## config.mk

```make
export PLATFORM = sky130hd
export DESIGN_NAME = alu_bus_sequencer
export DESIGN_NICKNAME = d
export VERILOG_FILES = /design/src/rtl/alu_bus_sequencer.sv
export SDC_FILE = /design/constraint.sdc
export NUM_CORES = 1
export LEC_CHECK = 0
export ABC_CLOCK_PERIOD_IN_PS = 3250
export BUFFER_PORTS_ARGS = -buffer_cell sky130_fd_sc_hd__buf_4
export CAP_MARGIN = 20
export CORE_UTILIZATION = 40
export CTS_BUF_LIST = sky130_fd_sc_hd__clkbuf_16
export DETAILED_ROUTE_END_ITERATION = 16
export GPL_TIMING_DRIVEN = 0
export PLACE_DENSITY = 0.6
export SLEW_MARGIN = 20
export SYNTH_ARGS = -nofsm -noshare
export SYNTH_HDL_FRONTEND = slang
export SYNTH_SLANG_ARGS = --single-unit
```

## constraint.sdc

```tcl
create_clock -name clk -period 3.25 [get_ports clk]
set_input_delay 0 -clock clk [delete_from_list [all_inputs] [get_ports clk]]
set_output_delay 0 -clock clk [all_outputs]
set_load 0.02 [all_outputs]
```

## src/rtl/alu_bus_sequencer.sv

```systemverilog
// alu_bus_sequencer
// Accepts one arithmetic request at a time and sequences it over a shared
// 8-bit ALU bus. It drives BEGIN, op_code and INBUS operands, watches the ALU
// load/push strobes, collects the result bytes from OUTBUS, and presents a
// formatted 16-bit response.
//
// Ports
//   clk, reset_input             clock; synchronous active-high reset
//   req_valid/req_ready          request handshake; req_op, req_x, req_y payload
//   rsp_valid/rsp_ready          response handshake; rsp_result, rsp_err payload
//   BEGIN, op_code, INBUS        drive side of the ALU bus
//   loadAregister_from_INBUS,
//   loadQregister_from_INBUS,
//   loadMregister_from_INBUS     ALU operand load strobes
//   pushAregister, pushQregister ALU result push strobes
//   OUTBUS, END                  ALU result byte and completion flag
module alu_bus_sequencer #(
    parameter int TIMEOUT_CYCLES = 127
) (
    input  logic        clk,
    input  logic        reset_input,
    input  logic        req_valid,
    output logic        req_ready,
    input  logic [1:0]  req_op,
    input  logic [15:0] req_x,
    input  logic [7:0]  req_y,
    output logic        rsp_valid,
    input  logic        rsp_ready,
    output logic [15:0] rsp_result,
    output logic        rsp_err,
    output logic        BEGIN,
    output logic [1:0]  op_code,
    output logic [7:0]  INBUS,
    input  logic        loadAregister_from_INBUS,
    input  logic        loadQregister_from_INBUS,
    input  logic        loadMregister_from_INBUS,
    input  logic        pushAregister,
    input  logic        pushQregister,
    input  logic [7:0]  OUTBUS,
    input  logic        END
);

    typedef enum logic [3:0] {
        IDLE  = 4'b0001,
        START = 4'b0010,
        RUN   = 4'b0100,
        RESP  = 4'b1000
    } state_t;

    localparam logic [1:0] OP_ADD = 2'b00;
    localparam logic [1:0] OP_SUB = 2'b01;
    localparam logic [1:0] OP_MUL = 2'b10;
    localparam logic [1:0] OP_DIV = 2'b11;

    // Value of the RUN cycle counter during the last RUN cycle that is allowed
    localparam logic [7:0] TIMEOUT_LAST = 8'(TIMEOUT_CYCLES - 1);

    state_t      state, state_next;
    logic [1:0]  op_r;
    logic [15:0] x_r;
    logic [7:0]  y_r;
    logic [7:0]  a_res, q_res;
    logic        push_a_d, push_q_d;
    logic        seen_load_a, seen_load_q, seen_load_m;
    logic        got_a, got_q;
    logic        multi_load, abort;
    logic [7:0]  run_count;

    logic        active;
    logic        timeout_hit;
    logic        need_a, need_q;
    logic        err_all;
    logic [7:0]  a_operand, q_operand;
    logic [15:0] formatted;

    assign active      = (state == START) || (state == RUN);
    assign timeout_hit = (run_count == TIMEOUT_LAST);

    // Next-state logic. END has priority over the timeout so a transaction
    // finishing on the very last allowed RUN cycle is not flagged as aborted.
    always_comb begin
        state_next = state;
        unique case (state)
            IDLE:    if (req_valid) state_next = START;
            START:   state_next = RUN;
            RUN:     if (END || timeout_hit) state_next = RESP;
            RESP:    if (rsp_ready) state_next = IDLE;
            default: state_next = IDLE;
        endcase
    end

    // Operand selection and response formatting. Operands that the selected
    // op does not use read as zero. All outputs derive from registered state,
    // so the response stays stable while rsp_ready is low.
    always_comb begin
        a_operand = 8'h00;
        q_operand = 8'h00;
        need_a    = 1'b1;
        need_q    = 1'b0;
        formatted = {{8{a_res[7]}}, a_res};
        unique case (op_r)
            OP_ADD, OP_SUB: begin
                a_operand = x_r[7:0];
            end
            OP_MUL: begin
                q_operand = x_r[7:0];
                need_a    = 1'b0;
                need_q    = 1'b1;
                formatted = {a_res, q_res};
            end
            OP_DIV: begin
                a_operand = x_r[15:8];
                q_operand = x_r[7:0];
                need_q    = 1'b1;
                formatted = {a_res, q_res};
            end
            default: ;
        endcase

        err_all = abort || multi_load || !seen_load_m
               || (need_a && !seen_load_a) || (need_q && !seen_load_q)
               || !got_a || (need_q && !got_q);

        req_ready  = (state == IDLE);
        BEGIN      = (state == START);
        rsp_valid  = (state == RESP);
        rsp_err    = (state == RESP) && err_all;
        rsp_result = ((state == RESP) && !err_all) ? formatted : 16'h0000;
        op_code    = (state == IDLE) ? 2'b00 : op_r;

        INBUS = 8'h00;
        if (active) begin
            if (loadAregister_from_INBUS)      INBUS = a_operand;
            else if (loadQregister_from_INBUS) INBUS = q_operand;
            else if (loadMregister_from_INBUS) INBUS = y_r;
        end
    end

    // State register plus transaction bookkeeping. Everything is cleared on
    // the accepting edge so START begins with a clean slate. Push strobes are
    // delayed one cycle because the ALU presents the byte on OUTBUS the cycle
    // after it pushes; a capture landing on the END cycle is still taken.
    always_ff @(posedge clk) begin
        if (reset_input) begin
            state       <= IDLE;
            op_r        <= 2'b00;
            x_r         <= 16'h0000;
            y_r         <= 8'h00;
            a_res       <= 8'h00;
            q_res       <= 8'h00;
            push_a_d    <= 1'b0;
            push_q_d    <= 1'b0;
            seen_load_a <= 1'b0;
            seen_load_q <= 1'b0;
            seen_load_m <= 1'b0;
            got_a       <= 1'b0;
            got_q       <= 1'b0;
            multi_load  <= 1'b0;
            abort       <= 1'b0;
            run_count   <= 8'h00;
        end else begin
            state <= state_next;

            if (state == IDLE && req_valid) begin
                op_r        <= req_op;
                x_r         <= req_x;
                y_r         <= req_y;
                a_res       <= 8'h00;
                q_res       <= 8'h00;
                push_a_d    <= 1'b0;
                push_q_d    <= 1'b0;
                seen_load_a <= 1'b0;
                seen_load_q <= 1'b0;
                seen_load_m <= 1'b0;
                got_a       <= 1'b0;
                got_q       <= 1'b0;
                multi_load  <= 1'b0;
                abort       <= 1'b0;
                run_count   <= 8'h00;
            end

            if (active) begin
                seen_load_a <= seen_load_a | loadAregister_from_INBUS;
                seen_load_q <= seen_load_q | loadQregister_from_INBUS;
                seen_load_m <= seen_load_m | loadMregister_from_INBUS;
                if ((loadAregister_from_INBUS && loadQregister_from_INBUS)
                    || (loadAregister_from_INBUS && loadMregister_from_INBUS)
                    || (loadQregister_from_INBUS && loadMregister_from_INBUS))
                    multi_load <= 1'b1;

                push_a_d <= pushAregister;
                push_q_d <= pushQregister;
                if (push_a_d) begin
                    a_res <= OUTBUS;
                    got_a <= 1'b1;
                end
                if (push_q_d) begin
                    q_res <= OUTBUS;
                    got_q <= 1'b1;
                end
            end

            if (state == START) begin
                run_count <= 8'h00;
            end else if (state == RUN) begin
                run_count <= run_count + 8'd1;
                if (!END && timeout_hit) abort <= 1'b1;
            end
        end
    end

endmodule

```

==> results by group <==
GRT
  – Largest net degree at the start of global routing: 11
  – Vias in the first global route: ~3200
  – First-pass GRT wire length: about 16000 um
  – Total gr overflow: 0
  – Initial antenna violation count: 0
  – Total track usage: 24.0%

Power and ir drop
  – Cell Pwr Density: around 450 nW/um2
  – Net Sw Frac: approximately 28%
  – Register share of total power: 40.3%
  – Clock share of power: 41.0%
  – Combinational share of power: 18.7%
  – Pwr Total: around 2.0 mW
  – Switching Power: 573 uW
  – Leakage power total: 1.62 nW
  – Int Pwr: 1.47 mW
  – Worst vdd ir: approximately 260 uV

Logic synthesis
  – Adder-cell share of the synthesized area: between 1 and 1.5%
  – Gate Count Post-Synth: around 390
  – Ys flop type: dfxtp_1
  – Number of flops mapped to enable cells by yosys: 0
  – Leading area contributor after synthesis: dfxtp_1
  – Largest family of logic cells by synthesized area: compound AO/OA/AOI/OAI gates
  – Number of synthesis warnings: 0
  – Mux contribution to synthesized area: roughly 2.9%
  – Netlist cell types: 52
  – Top-count cell post-synth: dfxtp_1
  – Synth Area in Compound Gates: about 28%
  – Area share of the largest cell type after synthesis: approximately two fifths
  – Share of flip-flops with an asynchronous set or reset: 0%
  – Simple-Gate Fraction of Synth Area: between 10% and 20%
  – Post-synth top cells: 63 x dfxtp_1, 43 x a21oi_1, 41 x nand3_1
  – Avg Inst Size Synth: roughly 8.3 um2
  – Register area share after synthesis: between 30% and 40%
  – Dominant cells by area after synthesis: dfxtp_1 39%, a21oi_1 6.6%, nand3_1 6.3%
  – Synthesized cell area: roughly 3200 um2
  – XOR/XNOR Fraction of Synth Area: less than 1%
  – Syn nets: 438
  – Synth Register Bits: 63

Route
  – Post-route ant nets: 0
  – DRC: 0
  – Drt pass-1 iters: 5
  – DRT Wirelength: 9810 um
  – WL per Instance: ~16 um
  – Number of DRC markers in iteration 0: 190
  – Post-DR vias/cell: roughly 5.5
  – DR vias: roughly 3400

Placed design
  – Port bufs: 71
  – Dpl hpwl: around 6700 um
  – Pre-CTS setup slack: approximately 1.3 ns
  – Post-Place Cells: about 570
  – GPL Wtd Cong: between 0.8 and 0.9
  – Placement-stage cell area: between 3000 and 4000 um2

Critical path
  – FF-to-FF path depth: 4
  – CP max stage delay: 0.44 ns
  – CP Launch Type: flip-flop
  – Critical path, cell by cell: buf_6 -> nor2_1 -> clkbuf_1 -> nand2_1 -> a311oi_1 -> buf_4
  – Crit path arrival time: 2.30 ns
  – R2r setup slk: ~1.3 ns
  – CP max FO: 10
  – RR Endpoint: run_count[7]$_SDFFE_PP0P_
  – Worst Path Required: roughly 3.3 ns
  – RR Startpoint: state[1]$_SDFFE_PP0P_
  – Critical path class: flip-flop to output port
  – Worst setup EP type: output port
  – Slowest CP cell: a311oi_1

CTS
  – CTS buffer count: 9
  – Clock Tree Buf Depth: 2
  – CTS root buf: clkbuf_16
  – Setup Fix Bufs, Post-CTS: 0
  – H-tree depth: 3
  – Reg clk slew, reported paths: ~0.050 ns
  – Clock net sink count: 63
  – Worst-skew pair later-pin latency: roughly 0.33 ns
  – TritonCTS clock tree: built

Floorplanning
  – Die Wd: roughly 92 um
  – Cell Rows: 32
  – Die Y: 92.1 um
  – Initial Util: 41.8%
  – Die ar.: roughly 8500 um2
  – Core Area: about 7800 um2
  – Ports: 74

Timing
  – Fmax: ~430 MHz
  – Relative slew slack: approximately 30%
  – Minimum clock period: 2.30 ns
  – Final Hold Violating Endpoints: 0
  – Worst setup margin: approximately 0.95 ns
  – RSZ-0062 raised after global routing: no
  – Setup TNS Final: 0 ns
  – Measured slew at the worst slew-check pin: around 1.0 ns
  – Worst clock skew: 0.00662 ns
  – Max-slew violation count: 0
  – # setup viols final: 0
  – Final Cycle Share: a little over two thirds

Final layout
  – Antenna cells: 0
  – Filler cells: 763
  – Fin area: approximately 4500 um2
  – Layout cell share with drive strength beyond 1: roughly 21%
  – Area growth from synthesis to layout: 39.9%
  – Nets@finish: approximately 560
  – Final cell count without fillers: ~600

Worst hold path
  – Destination of the worst hold path: seen_load_m$_SDFFE_PP0P_
  – HP Start: loadMregister_from_INBUS
  – Hold Crit Class: input port to flip-flop
  – Min-Delay Path Depth: 3

Status
  – Status: finished clean

Job
  – Max Cap Viol: 0
worst max path at each step:
stage,from,to,slack [ns],cells after the start
3_5_place_dp,state[1]$_SDFFE_PP0P_,run_count[3]$_SDFFE_PP0P_,1.29,5
4_1_cts,state[1]$_SDFFE_PP0P_,INBUS[0],1.00,6
3_3_place_gp,state[1]$_SDFFE_PP0P_,run_count[4]$_SDFFE_PP0P_,1.32,5
6_report,state[0]$_SDFFE_PP1P_,INBUS[0],0.95,6
5_1_grt,state[0]$_SDFFE_PP1P_,INBUS[0],0.77,6
2_1_floorplan,state[1]$_SDFFE_PP0P_,run_count[7]$_SDFFE_PP0P_,1.06,4
power groups by stage:
stage | Sequential (mW) | Combinational (mW) | Clock [mW]
floorplan | 0.833 | 0.223 | 0
global placement | 0.838 | 0.339 | 0
detailed placement | 0.839 | 0.343 | 0
CTS | 0.823 | 0.381 | 0.842
global route | 0.827 | 0.415 | 0.881
finish | 0.824 | 0.382 | 0.836
flip-flops by register name, indices dropped and copies added (netlist names), 2 cells and up:
| signal | flops |
|---|---|
| a_res | 8 |
| op_r | 2 |
| q_res | 8 |
| run_count | 8 |
| state | 4 |
| x_r | 16 |
| y_r | 8 |
stage by stage:
step           utilization [%]  hold slack, ns
2_1_floorplan                -           0.101
3_3_place_gp              50.3           0.225
3_5_place_dp              50.3           0.228
4_1_cts                   58.5          0.0757
5_1_grt                   58.5           0.108
6_report                  58.5          0.0828
critical path: cells and delay by family, from the launching register on:
kind / cells / cell delay (ns)
compound gates: 1 / 0.44
flops: 1 / 0.30
buf+inv: 3 / 0.71
simple gates: 2 / 0.52
cells by family (layout without fill, tap and decap cells):
group           after synthesis  after routing
compound gates              135            135
xor+xnor                      2              2
fa+ha+maj                     3              3
buf+inv                      66            190
flops                        63             63
mux                           9              9
simple gates                114            114
placed cells by master (no fill, tap or decap), drive strengths merged, types with 2 or more instances in the layout:
| cell type | instances |
|---|---|
| or4b | 3 |
| nor3 | 8 |
| mux2 | 2 |
| buf | 86 |
| and2 | 3 |
| and3b | 8 |
| mux2i | 7 |
| a221o | 3 |
| o32ai | 16 |
| a31oi | 3 |
| clkbuf | 33 |
| a211oi | 2 |
| a2111oi | 2 |
| o2111ai | 2 |
| a32o | 2 |
| o211ai | 5 |
| inv | 26 |
| nand3 | 41 |
| nor4b | 3 |
| nand2b | 9 |
| xor2 | 2 |
| dfxtp | 63 |
| nand2 | 22 |
| o21ai | 31 |
| ha | 2 |
| a21oi | 43 |
| a311oi | 18 |
| nor2 | 10 |
| clkinv | 6 |
| dlygate4sd3 | 38 |
| a41oi | 2 |
routing by layer:
metal	vias to the layer above	GRT usage (%)	part of all wire, %
met2	66	36.9	47
met1	1646	32.9	48
li1	1696	-	-
met5	-	0	0
met3	5	5.97	3.9
met4	0	7.55	0.73
area by class of cell:
type | count | area (um2) | share of cell area, %
buffer | 39 | 195 | 4.30
timing repair buffer | 109 | 913 | 20.1
sequential | 63 | 1260 | 27.8
inverter | 27 | 104 | 2.29
tap | 102 | 128 | 2.81
clock inverter | 6 | 30.0 | 0.661
multi-input combinational | 263 | 1690 | 37.1
clock buffer | 9 | 225 | 4.96
repair_timing:
| item | in CTS | in global routing |
|---|---|---|
| hold buffers | 38 | 0 |
| resized for setup | 0 | 0 |
| endpoints found under the hold margin | 46 | 0 |
No activity file was read; power rests on OpenSTA's default activity.
